<file path="src/rtl/cmd_sender_pkg.sv">
// Shared types and constants for the 24-bit UART command transmitter.
package cmd_sender_pkg;

    localparam int unsigned BITS_PER_FRAME = 10;
    localparam int unsigned BYTES_PER_CMD  = 3;

    typedef enum logic [1:0] {
        IDLE,
        BYTE_HI,
        BYTE_MID,
        BYTE_LO
    } cmd_state_e;

    typedef enum logic {
        TX_IDLE,
        TX_SHIFT
    } tx_state_e;

    // Byte idx of a command word, idx 0 being the most significant byte.
    function automatic logic [7:0] cmd_byte(input logic [23:0] word, input logic [1:0] idx);
        return word[(int'(BYTES_PER_CMD) - 1 - int'(idx)) * 8 +: 8];
    endfunction

endpackage

</file>
<file path="src/rtl/cmd_sender_uart_tx.sv">
// 8N1 byte serializer: loads {stop, data, start} on trmt and shifts it out LSB first.
module uart_tx
    import cmd_sender_pkg::*;
#(
    parameter int unsigned BAUD_DIV = 2604
) (
    input  logic       clk,
    input  logic       rst,
    input  logic       trmt,
    input  logic [7:0] tx_data,
    output logic       TX,
    output logic       tx_done
);

    localparam int unsigned CW = $clog2(BAUD_DIV);

    tx_state_e      r_state;
    logic [CW-1:0]  r_baud;
    logic [3:0]     r_bit;
    logic [9:0]     r_shift;
    logic           w_wrap;

    assign w_wrap  = (r_state == TX_SHIFT) && (r_baud == CW'(BAUD_DIV - 1));
    // Combinational so the next byte can be loaded with only one idle clock between frames.
    assign tx_done = w_wrap && (r_bit == 4'(BITS_PER_FRAME - 1));
    assign TX      = r_shift[0];

    always_ff @(posedge clk or posedge rst) begin
        if (rst) begin
            r_state <= TX_IDLE;
            r_baud  <= '0;
            r_bit   <= '0;
            r_shift <= '1;
        end else if (trmt) begin
            r_state <= TX_SHIFT;
            r_baud  <= '0;
            r_bit   <= '0;
            r_shift <= {1'b1, tx_data, 1'b0};
        end else if (r_state == TX_SHIFT) begin
            if (w_wrap) begin
                r_baud  <= '0;
                r_shift <= {1'b1, r_shift[9:1]};
                if (tx_done) begin
                    r_state <= TX_IDLE;
                    r_bit   <= '0;
                end else begin
                    r_bit <= r_bit + 4'd1;
                end
            end else begin
                r_baud <= r_baud + CW'(1);
            end
        end
    end

endmodule

</file>
<file path="src/rtl/cmd_sender.sv">
// Sends a 24-bit command as three 8N1 frames, high byte first, with busy and sticky sent flags.
module cmd_sender
    import cmd_sender_pkg::*;
#(
    parameter int unsigned BAUD_DIV = 2604
) (
    input  logic        clk,
    input  logic        rst,
    input  logic [23:0] cmd,
    input  logic        snd_cmd,
    output logic        TX,
    output logic        busy,
    output logic        cmd_snt
);

    cmd_state_e  r_state;
    logic [23:0] r_shadow;
    logic [7:0]  r_tx_data;
    logic        r_trmt;
    logic        r_busy;
    logic        r_cmd_snt;
    logic        w_tx_done;
    logic        w_accept;

    // A new command may also be taken on the very edge the last stop bit ends.
    assign w_accept = snd_cmd && ((r_state == IDLE) || ((r_state == BYTE_LO) && w_tx_done));

    always_ff @(posedge clk or posedge rst) begin
        if (rst) begin
            r_state   <= IDLE;
            r_shadow  <= '0;
            r_tx_data <= '0;
            r_trmt    <= 1'b0;
            r_busy    <= 1'b0;
            r_cmd_snt <= 1'b0;
        end else begin
            r_trmt <= 1'b0;
            if (w_accept) begin
                r_state   <= BYTE_HI;
                r_shadow  <= cmd;
                r_tx_data <= cmd_byte(cmd, 2'd0);
                r_trmt    <= 1'b1;
                r_busy    <= 1'b1;
                r_cmd_snt <= 1'b0;
            end else begin
                unique case (r_state)
                    IDLE: ;
                    BYTE_HI: if (w_tx_done) begin
                        r_state   <= BYTE_MID;
                        r_tx_data <= cmd_byte(r_shadow, 2'd1);
                        r_trmt    <= 1'b1;
                    end
                    BYTE_MID: if (w_tx_done) begin
                        r_state   <= BYTE_LO;
                        r_tx_data <= cmd_byte(r_shadow, 2'd2);
                        r_trmt    <= 1'b1;
                    end
                    BYTE_LO: if (w_tx_done) begin
                        r_state   <= IDLE;
                        r_busy    <= 1'b0;
                        r_cmd_snt <= 1'b1;
                    end
                endcase
            end
        end
    end

    uart_tx #(
        .BAUD_DIV(BAUD_DIV)
    ) u_uart_tx (
        .clk    (clk),
        .rst    (rst),
        .trmt   (r_trmt),
        .tx_data(r_tx_data),
        .TX     (TX),
        .tx_done(w_tx_done)
    );

    assign busy    = r_busy;
    assign cmd_snt = r_cmd_snt;

endmodule
</file>
<file path="config.mk">
export PLATFORM = sky130hd
export DESIGN_NAME = cmd_sender
export DESIGN_NICKNAME = d
export VERILOG_FILES = /design/src/rtl/cmd_sender_pkg.sv /design/src/rtl/cmd_sender_uart_tx.sv /design/src/rtl/cmd_sender.sv
export SDC_FILE = /design/constraint.sdc
export NUM_CORES = 1
export LEC_CHECK = 0
export BUFFER_PORTS_ARGS = -buffer_cell sky130_fd_sc_hd__buf_2
export CORE_AREA = 3 3 94 96
export CTS_BUF_LIST = sky130_fd_sc_hd__clkbuf_2 sky130_fd_sc_hd__clkbuf_4 sky130_fd_sc_hd__clkbuf_8
export CTS_CLUSTER_SIZE = 14
export DETAILED_ROUTE_END_ITERATION = 10
export DIE_AREA = 0 0 97 99
export GPL_TIMING_DRIVEN = 1
export PLACE_DENSITY_LB_ADDON = 0.08
export SYNTH_ARGS = -nofsm -noshare
export SYNTH_HDL_FRONTEND = slang
export SYNTH_HIERARCHICAL = 1
export SYNTH_SLANG_ARGS = --single-unit
</file>
<file path="constraint.sdc">
create_clock -name clk -period 3.5 [get_ports clk]
set_clock_uncertainty 0.15 [all_clocks]
set_input_delay 0.35 -clock clk [delete_from_list [all_inputs] [get_ports clk]]
set_output_delay 0.35 -clock clk [all_outputs]
set_load 0.005 [all_outputs]
</file>
# [Word level (Yosys, flattened, before mapping)]
# Index checks and enable logic that the tools add are counted.
[totals] regBits=56 latchBits=0 ramBits=0 romBits=0 input_bits=27 out_inout_bits=3 wordCells=69 n_memories=0
[classes] add_sub_neg=2 n_mul=0 n_div=0 order_cmp=0 n_eq_ne=8 n_shift=0 muxes=32 bitwise_logic=0 n_reduce_logical=17
[ops] op="$mux 12" n=3
[ops] op="$mux 10" n=3
[ops] op="$mux 8" n=3
[ops] op="$mux 4" n=4
[ops] op="$pmux 8 s2" n=1
[ops] op="$mux 1" n=13
[ops] op="$add 12x1->12 const B" n=1
[ops] op="$eq 12x12->1 const B" n=1
[ops] op="$ne 3x3->1 const B" n=3
[ops] op="$mux 2" n=4
[ops] op="$reduce_bool 2->1" n=4
[ops] op="$pmux 2 s3" n=1
[ops] op="$add 4x1->4 const B" n=1
[ops] op="$eq 2x2->1 const B" n=2
[ops] op="$eq 4x4->1 const B" n=1
[ops] op="$logic_and 1x1->1" n=4
[ops] op="$reduce_and 2->1" n=2
[ops] op="$reduce_and 4->1" n=1
[ops] op="$reduce_bool 4->1" n=1
[ops] op="$reduce_and 3->1" n=1
[ops] op="$reduce_bool 3->1" n=1
[ops] op="$eq 2x1->1 const B" n=1
[ops] op="$logic_not 2->1" n=1
[ops] op="$reduce_or 2->1" n=1
[ops] op="$logic_or 1x1->1" n=1

# [Depth between registers and ports, before layout]
# Gate-level depths: netlist of the first run.
[logic_depth] word_depth=8 ltp_mapped=11 depth_no_buf=7

# [By module]
# Netlist of the first run, hierarchy kept.
[by_module_without_submodules] mod="cmd_sender" instances=1 cells_per_inst=128 area_per_inst_um2=1483.9 seq_area_each_um2=725.7
[by_module_without_submodules] mod="uart_tx" instances=1 cells_per_inst=131 area_per_inst_um2=1322.5 seq_area_each_um2=661.9

# [Worst setup path before layout of the first run]
# OpenSTA, ideal clock, no wires.
[synth_path] kind="register -> register" from="register u_uart_tx.r_baud[0]" to="register r_shadow[0]" setup_time_ps=125 arrival_time_ps=2295 required_time_ps=3225 slack_ps=930 path_stages_with_launch=12 n_path_buf=4 period_less_slack_ps=2570 cell_sequence="dfrtp_1 ha_1 nand2_1 nand4b_4 buf_6 nor2b_1 a21o_1 buf_6 and2_4 buf_6 buf_6 mux2_4"
[synth_between] elab_chain_cells=6
[synth_rtl] element="start, declared" line="cmd_sender_uart_tx.sv:18" rtl="logic [CW-1:0] r_baud;"
[synth_rtl] element="start signal, assigned" line="cmd_sender_uart_tx.sv:50" rtl="r_baud <= r_baud + CW'(1);"
[synth_rtl] element="$eq 12x12->1" line="cmd_sender_uart_tx.sv:23" rtl="assign w_wrap = (r_state == TX_SHIFT) && (r_baud == CW'(BAUD_DIV - 1));"
[synth_rtl] element="$logic_and 1x1->1" line="cmd_sender_uart_tx.sv:23"
[synth_rtl] element="$logic_and 1x1->1" line="cmd_sender_uart_tx.sv:25" rtl="assign tx_done = w_wrap && (r_bit == 4'(BITS_PER_FRAME - 1));"
[synth_rtl] element="named net w_tx_done" line="cmd_sender.sv:22" rtl="logic w_tx_done;"
[synth_rtl] element="$logic_and 1x1->1" line="cmd_sender.sv:26" rtl="assign w_accept = snd_cmd && ((r_state == IDLE) || ((r_state == BYTE_LO) && w_tx_done));"
[synth_rtl] element="$logic_or 1x1->1" line="cmd_sender.sv:26"
[synth_rtl] element="$logic_and 1x1->1" line="cmd_sender.sv:26"
[synth_rtl] element="end signal, assigned" line="cmd_sender.sv:40" rtl="r_shadow <= cmd;"
[synth_rtl] element="end, declared" line="cmd_sender.sv:17" rtl="logic [23:0] r_shadow;"
# The timed path passes the listed nets, and every way through them passes these cells.
# A chain may end at the register's enable or synchronous reset.

# [Final worst setup path of the first run]
[layout_path] from="register u_uart_tx.r_baud[0]" to="register r_shadow[11]"
# The elaborated chain is that of the path after synthesis.

==> results of run 1 <==
==> routing by layer <==
layer	up-vias	part of all wire [%]	routed length, um	GRT usage, %
met2	29	46	2530	19.4
li1	953	-	-	-
met3	7	3.4	186	2.83
met5	-	0	0	0
met1	933	49	2700	17.1
met4	0	1.3	72	3.78
==> stage by stage <==
stage | util, % | instances | total power [mW]
6_report | 38.7 | 393 | 1.10
4_1_cts | 38.7 | 393 | 1.12
3_3_place_gp | 37.2 | 384 | 0.681
3_5_place_dp | 37.2 | 384 | 0.681
5_1_grt | 38.7 | 393 | 1.15
2_1_floorplan | - | 259 | 0.659
==> synth_stat cells, types with 2 or more instances <==
master	instances	area, um^2
o31ai_1	8	60.1
nor2b_1	11	68.8
nand2_1	19	71.3
or3_1	3	18.8
nor3b_1	8	60.1
and4bb_1	2	25.0
buf_6	5	56.3
clkbuf_1	6	22.5
o21a_1	10	75.1
inv_1	10	37.5
nand4_1	5	31.3
o21ai_0	10	50.1
buf_2	2	10.0
mux2_4	10	150
nor2_1	23	86.3
dfstp_2	9	236
a21oi_1	7	35.0
nor4_1	2	12.5
nand3_1	11	55.1
mux2_2	6	67.6
xnor2_1	6	52.6
a21o_1	2	15.0
xor2_1	4	35.0
nor3_1	5	25.0
ha_1	7	87.6
mux2i_1	8	80.1
dfrtp_1	46	1150
==> cell type report <==
cell class              count  area (um^2)
fillers                   811         4990
flip-flops and latches     55         1390
multi-input cells         180         1280
repair buffers             35          193
well taps                 105          131
clock buffers               7         83.8
inverters                  10         37.5
clock inverters             1         30.0
==> worst max-delay path, cell delays in order, from the launching register on <==
cell,delay (ns)
dfrtp_1,0.43
ha_1,0.19
nand2_1,0.12
nand4b_4,0.21
nor2b_1,0.21
a21o_1,0.33
and2_4,0.45
mux2_2,0.38
==> final timing paths <==
kind                                                 start                               end  slack (ns)  cells after the start
setup / recovery           u_uart_tx/r_baud[0]$_DFFE_PP0P_          r_shadow[11]$_DFFE_PP0P_        0.93                      7
hold / removal                                      cmd[0]           r_shadow[0]$_DFFE_PP0P_        0.11                      2
setup reg to reg           u_uart_tx/r_baud[0]$_DFFE_PP0P_          r_shadow[11]$_DFFE_PP0P_        0.93                      7
hold reg to reg                           busy$_DFFE_PP0P_                  busy$_DFFE_PP0P_        0.34                      2
max in group asynchronous                              rst  u_uart_tx/r_shift[8]$_DFFE_PP1P_        1.96                      4
min in group asynchronous                              rst          r_shadow[10]$_DFFE_PP0P_        0.51                      4
==> layout by cell type, fill, tap and decap left out, types with 7 or more instances in the layout <==
cell type / n
nor3b_1: 8
dfstp_2: 9
mux2i_1: 8
a21oi_1: 7
nand2_1: 19
mux2_4: 10
dfrtp_1: 46
nand3_1: 11
inv_1: 10
o31ai_1: 8
buf_2: 29
o21ai_0: 10
o21a_1: 10
nor2b_1: 11
nor2_1: 23
ha_1: 7
==> sequential cells by signal (all words and copies together), names as in the netlist <==
register,flops
r_trmt,1
cmd_snt,1
u_uart_tx/r_baud,12
r_state,2
u_uart_tx/r_state,1
busy,1
r_tx_data,8
u_uart_tx/r_bit,4
r_shadow,16
u_uart_tx/r_shift,9
==> what timing repair did <==
| action | 4_1_cts | 5_1_grt |
|---|---|---|
| hold endpoints to repair | 29 | 0 |
| hold buffers | 1 | 0 |
| gates resized for setup | 0 | 0 |
==> where the power goes <==
part	total, mW	switching (mW)	internal (mW)
logic	0.0326	0.0197	0.0130
clock network	0.433	0.203	0.230
registers	0.636	0	0.636
==> cells by family (layout without fill, tap and decap cells) <==
logic type,count (synthesis),in the layout,share of synthesized area (%)
compound gates,44,44,10.6
xor+xnor,10,10,3.12
fa+ha+maj,7,7,3.12
buf+inv,24,53,4.77
flops,55,55,49.4
mux,24,24,10.6
simple gates,95,95,18.4
==> flow_summary.toml, run 1 <==
[status]
status = "finished clean"

[grt]
grt_pass1_wl_um = 9720
grt_overflow = 0
grt_usage_pct = 12.4
antenna_found_initial = 0
grt_max_degree = 30
first_global_vias = 1982

[logic_synthesis]
ys_ff_latch = 55
async_flop_share_pct = 100
ys.flop_type = "dfrtp_1"
yosysWarnings = 6
avgSynthCellArea_um2 = 10.8
synth-edff-count = 0
yosysSeqAreaShare_pct = 49.4
synth_nets = 293
synth_cells = 259
synthDistinctLibCells = 41
syn_area_mm2 = 0.00281

[finish]
layout-drive-gt1-share_pct = 24.3
n_antenna_cell = 0
area.growth.synth_to_final_pct = 12.2
nets = 321
finalInstanceArea_mm2 = 0.00315

[critical_path]
critPathLaunchType = "flip-flop"
worstSetupPathType = "flip-flop to flip-flop"
cp_max_fo = 26
cp-end-kind = "flip-flop"
cp.arrival_ns = 2.62
critPathRequiredTime_ns = 3.55

[power_and_ir_drop]
p_per_area_mw_per_mm2 = 350
cellLeakagePower_nw = 1.44
vdd_drop_max_uv = 126

[floorplan]
fp.coreArea_mm2 = 0.00813
initial_core_util_pct = 34.5
die_x_um = 97
rows = 33
io_pins = 30
die_area_mm2 = 0.00960
die_height_um = 99

[placed_design]
placed_area_mm2 = 0.00302
portBuffers = 29
dp_slack_ns = 0.915
gp_congestion = 0.711
dp_hpwl_um = 3890

[route]
drc_errors = 0
wirelength_um = 5490
via_per_inst = 4.89
wl_per_cell_um = 14.0
vias = 1922
drt-initial-drc-count = 50
drt_pass1_iterations = 5
antenna_left = 0

[clock_network]
clockBufferDepth = 2
cts_tree = "yes"
path_clk_slew_ns = 0.10
clockRootBuffer = "clkbuf_8"
post_cts_buffers = 0
cts_sinks = 55
clkLatencyLatePin_ns = 0.31
cts_made_buffers = 5
h-tree-depth = 2

[sta]
fin_ws_ns = 0.930
layout_min_cycle_time_ns = 2.57
hold_viol_final = 0
fmax_ghz = 0.389
fin_setup_tns_ns = 0
timing.final.max_slew_violations = 0
whs_ns = 0.113
worst_slew_margin_rel_pct = 51.9
rsz0062_at_grt = "no"
fin_crit_sh_pct = 73.4
finalSetupViolCount = 0
worst_slew_pin_slew_ns = 0.720

[flow_run]
maxCapViolCount = 0

[min_path]
holdCritPathClass = "input port to flip-flop"
Power figures use the tool's default switching activity.
==> inputs of run 2 (changes only) <==
Settings changed: ABC_AREA set to 1, CORE_AREA 3 3 94 96 to 3 3 96 98, DIE_AREA 0 0 97 99 to 0 0 99 101.
Clock period 3.5 ns to 2.37 ns, I/O delays scaled along.
==> run 2 against run 1 <==
Critical path depth grew 5. Worst setup slack lost 0.62 ns. Power grew 42%. Synthesized cell count grew 49%. Sequential share of layout area shrank 3.3 points. Final area grew 8.2%. Register-to-register slack lost 0.62 ns. Largest power group unchanged.
==> flow_summary.toml, run 2 <==
[clock_network]
h-tree-depth = 2
cts_made_buffers = 5
cts_sinks = 55
path_clk_slew_ns = 0.11
post_cts_buffers = 0
clockBufferDepth = 2
clkLatencyLatePin_ns = 0.31
clockRootBuffer = "clkbuf_8"
cts_tree = "yes"

[logic_synthesis]
yosysTopAreaCell = "dfrtp_1"
syn_area_mm2 = 0.00296
yosysMostFrequentCell = "nand2_1"
yosysSeqAreaShare_pct = 46.9
async_flop_share_pct = 100
ys.flop_type = "dfrtp_1"
ys_ff_latch = 55
synth_nets = 420
yosysWarnings = 6
synth_top_cell_area_share_pct = 38.9
synth_cells = 386
synth-edff-count = 0
synthDistinctLibCells = 29
avgSynthCellArea_um2 = 7.67
netlist_top_cells_count = "nand2_1, dfrtp_1, nand3_1, inv_1, nor2_1"
synth.area.top_cells = "dfrtp_1, nand2_1, dfstp_2"

[finish]
nets = 461
layout-drive-gt1-share_pct = 17.3
seqCellArea_mm2 = 0.00139
final_common_cell = "nand2_1"
layout_top_registers = "r_shadow x16, u_uart_tx/r_baud x12, u_uart_tx/r_shift x9"
final_cell_mix = "nand2_1, dfrtp_1, nand3_1"
nFillCells = 916
top_register = "r_shadow"
area.growth.synth_to_final_pct = 15.0
instances_no_fill = 536
largest_reg_flops = 16
n_antenna_cell = 0
multi_input_area_mm2 = 0.00134
final_util_pct = 39.8

[floorplan]
io_pins = 30
initial_core_util_pct = 34.6
rows = 34
fp.coreArea_mm2 = 0.00855
die_area_mm2 = 0.0100
die_x_um = 99
die_height_um = 101

[critical_path]
critPathLaunchType = "flip-flop"
worstSetupPathType = "flip-flop to flip-flop"
cp_max_fo = 24
cp.arrival_ns = 2.17
cp-end-kind = "flip-flop"
critPathRequiredTime_ns = 2.47
slowest_stage = "dfrtp_1"
cp_common_cell = "nand2_1"
slowest_delay_ns = 0.39
path_cells = "ha_1, nand2_1, nor3_2, nand3_2, nor2_2, nand2_2, nand2_4, buf_4, nand3_1, nand2_1, nand3_1, nand2_1"

[route]
dr_wl_met2_um = 3100
antenna_left = 0
wl_met3_um = 160
vias = 2450
drc_errors = 0
wl_per_cell_um = 12.1
wirelength_um = 6480
drt_pass1_iterations = 4
wl_met1_um = 3160
drt-initial-drc-count = 77
via_per_inst = 4.57
top_layer_used = "met4"

[min_path]
holdCritPathClass = "input port to flip-flop"

[power_and_ir_drop]
clkPwrFrac_pct = 36.0
seq_power_share_pct = 60.0
totalPowerFinal_mw = 1.56
pwr-share-comb_pct = 4.0
cellLeakagePower_nw = 1.83
p_int_mw = 1.21
vdd_drop_max_uv = 219
p_per_area_mw_per_mm2 = 459
sw_frac_of_total_pct = 22.8
p_switching_uw = 357

[sta]
fin_crit_sh_pct = 87.1
fmax_ghz = 0.484
layout_min_cycle_time_ns = 2.06
finalSetupViolCount = 0
timing.final.max_slew_violations = 0
worst_slew_margin_rel_pct = 48.7
hold_viol_final = 0
rsz0062_at_grt = "no"
fin_setup_tns_ns = 0
worst_slew_pin_slew_ns = 0.768

[placed_design]
dp_cells = 520
gp_congestion = 0.743
dp_hpwl_um = 4770
portBuffers = 29

[status]
status = "finished clean"

[grt]
antenna_found_initial = 0
grt_pass1_wl_um = 11200
first_global_vias = 2400
grt_max_degree = 30
grt_usage_pct = 13.6
grt_overflow = 0

[flow_run]
maxCapViolCount = 0
-- run 2: cell count changes in the layout (fill, tap and decap cells not counted), sizes merged, moves of 7 or more --
| cell | previous run | this run |
|---|---|---|
| mux2 | 16 | 0 |
| nand2 | 19 | 165 |
| nor3b | 8 | 1 |
| o31ai | 8 | 0 |
| o21a | 10 | 0 |
| mux2i | 8 | 0 |
| dlygate4sd3 | 1 | 8 |
| inv | 10 | 40 |
| nor2b | 11 | 0 |
| nand3 | 11 | 45 |
-- run 2: critical path: cells and delay by family (launching register included) --
| family | cells | cell delay [ns] |
|---|---|---|
| AND/OR/NAND/NOR | 10 | 1.01 |
| buffers and inverters | 1 | 0.26 |
| adder cells (fa/ha/maj) | 1 | 0.21 |
| flip-flops | 1 | 0.39 |
-- run 2: cell type report --
| cell class | instances | share of cell area, % |
|---|---|---|
| clock buffers | 6 | 2.42 |
| repair buffers | 46 | 8.60 |
| clock inverters | 2 | 0.478 |
| inverters | 40 | 4.41 |
| multi-input cells | 279 | 39.4 |
| well taps | 108 | 3.97 |
| flip-flops and latches | 55 | 40.7 |
-- run 2: metrics by stage --
| step | hold WS, ns | setup WS (ns) | area (um^2) |
|---|---|---|---|
| after global placement | 0.195 | 0.232 | 3220 |
| after floorplan | 0.120 | 0.431 | 2960 |
| after detailed placement | 0.199 | 0.185 | 3220 |
| after global routing | 0.00840 | 0.0566 | 3410 |
| after CTS | 0.00167 | 0.155 | 3400 |
| final | 0.00731 | 0.305 | 3410 |
-- run 2: power groups by stage --
stage / clock network [mW] / logic [mW] / registers, mW
floorplan: 0 / 0.0207 / 0.956
global placement: 0 / 0.0551 / 0.956
detailed placement: 0 / 0.0550 / 0.956
CTS: 0.599 / 0.0648 / 0.939
global route: 0.630 / 0.0706 / 0.939
finish: 0.562 / 0.0623 / 0.939
-- run 2: cells by family after synthesis --
| group | count (synthesis) | share of synthesized area, % |
|---|---|---|
| adder cells (fa/ha/maj) | 7 | 2.96 |
| AO/OA/AOI/OAI | 19 | 3.55 |
| buffers and inverters | 52 | 8.11 |
| flip-flops | 55 | 46.9 |
| XOR/XNOR | 6 | 1.77 |
| AND/OR/NAND/NOR | 247 | 36.8 |
-- run 2: worst paths after layout --
| kind | startpoint | endpoint | slack (ns) | cells after the start |
|---|---|---|---|---|
| max | u_uart_tx/r_baud[0]$_DFFE_PP0P_ | r_tx_data[7]$_DFFE_PP0P_ | 0.31 | 12 |
| min | cmd[1] | r_shadow[1]$_DFFE_PP0P_ | 0.007 | 3 |
| max reg2reg | u_uart_tx/r_baud[0]$_DFFE_PP0P_ | r_tx_data[7]$_DFFE_PP0P_ | 0.31 | 12 |
| min reg2reg | u_uart_tx/r_shift[0]$_DFFE_PP1P_ | u_uart_tx/r_shift[0]$_DFFE_PP1P_ | 0.31 | 2 |
| max in group asynchronous | rst | u_uart_tx/r_shift[8]$_DFFE_PP1P_ | 0.93 | 4 |
| min in group asynchronous | rst | r_state[0]$_DFFE_PP0P_ | 0.38 | 4 |
-- run 2: routing by layer --
metal	vias to the layer above	track usage, %
li1	1285	-
met1	1129	17.7
met2	29	23.7
met3	7	2.35
met4	0	3.47
met5	-	0
-- run 2: timing repair --
| item | 4_1_cts | 5_1_grt |
|---|---|---|
| hold endpoints to repair | 53 | 0 |
| endpoints found under the setup margin | 0 | 8 |
| hold buffers | 8 | 0 |
| gates resized for setup | 0 | 2 |
==> inputs of run 3 (changes only) <==
Settings changed: SETUP_SLACK_MARGIN set to 0.5.
==> run 3 against run 2 <==
Clock power shrank 2%. Critical endpoint is now r_shadow[7]$_DFFE_PP0P_. Sequential share of layout area shrank 4.0 points. Register-to-register slack gained 0.14 ns. Maximum frequency grew 7.4%. First-iteration DRC count shrank 38%.
==> flow_summary.toml, run 3 (same netlist as run 2, synthesis figures left out) <==
[status]
status = "finished clean"

[sta]
fin_ws_ns = 0.447
hold_viol_final = 0
fin_setup_tns_ns = 0
worst_slew_margin_rel_pct = 47.1
worst_slew_pin_slew_ns = 0.792
finalSetupViolCount = 0
fmax_ghz = 0.520
rsz0062_at_grt = "yes"
layout_min_cycle_time_ns = 1.92
fin_crit_sh_pct = 81.2
whs_ns = 0.0102
timing.final.max_slew_violations = 0

[grt]
grt_overflow = 0
antenna_found_initial = 0
first_global_vias = 2612
grt_usage_pct = 14.7
grt_pass1_wl_um = 12100
grt_max_degree = 30

[route]
antenna_left = 0
drc_errors = 0
wl_per_cell_um = 12.7
vias = 2568
via_per_inst = 4.64
drt_pass1_iterations = 4
wirelength_um = 7000
drt-initial-drc-count = 48

[clock_network]
h-tree-depth = 2
path_clk_slew_ns = 0.11
clockBufferDepth = 2
cts_tree = "yes"
clockRootBuffer = "clkbuf_8"
cts_sinks = 55
cts_made_buffers = 5
clkLatencyLatePin_ns = 0.31

[critical_path]
critPathRequiredTime_ns = 2.43
reg2reg_to = "r_shadow[7]$_DFFE_PP0P_"
r2r_slack_ns = 0.45
cp.arrival_ns = 1.98
critPathLaunchType = "flip-flop"
timing.rr.start = "u_uart_tx/r_baud[0]$_DFFE_PP0P_"
reg2reg_depth = 12
cp-end-kind = "flip-flop"
cp_max_fo = 5
crit_start = "u_uart_tx/r_baud[0]$_DFFE_PP0P_"
worstSetupPathType = "flip-flop to flip-flop"

[min_path]
min_to = "r_shadow[3]$_DFFE_PP0P_"
min-delay-start = "cmd[3]"
worstHoldPathCells = 3
holdCritPathClass = "input port to flip-flop"

[finish]
final_util_pct = 44.3
instances_no_fill = 553
finalInstanceArea_mm2 = 0.00378
layout-drive-gt1-share_pct = 28.1
layout_top_registers = "r_shadow x16, u_uart_tx/r_baud x12, u_uart_tx/r_shift x9"
area.growth.synth_to_final_pct = 27.8
top_register = "r_shadow"
largest_reg_flops = 16
n_antenna_cell = 0
final_cell_mix = "nand2_1, dfrtp_1, nand3_1"
nets = 478
nFillCells = 871
final_common_cell = "nand2_1"

[placed_design]
portBuffers = 29
dp_slack_ns = 0.243
dp_cells = 517
gp_congestion = 0.746
placed_area_mm2 = 0.00321
dp_hpwl_um = 4680

[floorplan]
io_pins = 30
fp.coreArea_mm2 = 0.00855
die_area_mm2 = 0.0100
rows = 34
initial_core_util_pct = 34.6
die_x_um = 99
die_height_um = 101

[power_and_ir_drop]
vdd_drop_max_uv = 250
totalPowerFinal_mw = 1.55
cellLeakagePower_nw = 1.96
p_per_area_mw_per_mm2 = 410

[flow_run]
maxCapViolCount = 0
==> run 3: worst max-delay path by stage <==
stage,to,cells after the start
6_report,r_shadow[7]$_DFFE_PP0P_,12
2_1_floorplan,r_state[0]$_DFFE_PP0P_,13
3_5_place_dp,r_tx_data[1]$_DFFE_PP0P_,13
5_1_grt,r_tx_data[2]$_DFFE_PP0P_,13
3_3_place_gp,r_tx_data[0]$_DFFE_PP0P_,13
4_1_cts,r_tx_data[3]$_DFFE_PP0P_,12
==> run 3: critical path, stage by stage, from the launching register on <==
cell,delay (ns)
dfrtp_1,0.38
ha_2,0.20
nand2_2,0.05
nor3_2,0.12
nand3_2,0.12
nor2_4,0.12
nand2_2,0.08
nand2_4,0.13
buf_12,0.12
nand2_8,0.07
clkbuf_16,0.19
nand2_2,0.05
nand2_1,0.04
==> run 3: timing repair <==
action                                 in CTS  in global routing
setup endpoints to repair                  30                 40
resized for setup                          10                 45
setup buffers                               9                  8
pin swaps                                   3                  3
gates cloned                                1                  3
endpoints found under the hold margin      52                  0
hold buffers                                7                  0
==> run 3: power by group <==
part	switching (mW)	internal, mW
clock	0.325	0.225
combinational	0.0367	0.0260
sequential	0	0.939
total	0.362	1.19
==> run 3: area by class of cell <==
cell class	count	area, um^2	area share (%)
Multi-Input combinational cell	280	1510	39.8
Sequential cell	55	1390	36.7
Timing Repair Buffer	62	507	13.4
Inverter	40	154	4.07
Tap cell	108	135	3.57
Clock buffer	6	76.3	2.02
Clock inverter	2	17.5	0.463
==> run 3: per-layer routing <==
layer / GRT usage (%) / wire length [um]
met2: 26.1 / 3520
met5: 0 / 0
met4: 3.89 / 76
met3: 2.70 / 218
met1: 18.3 / 3180
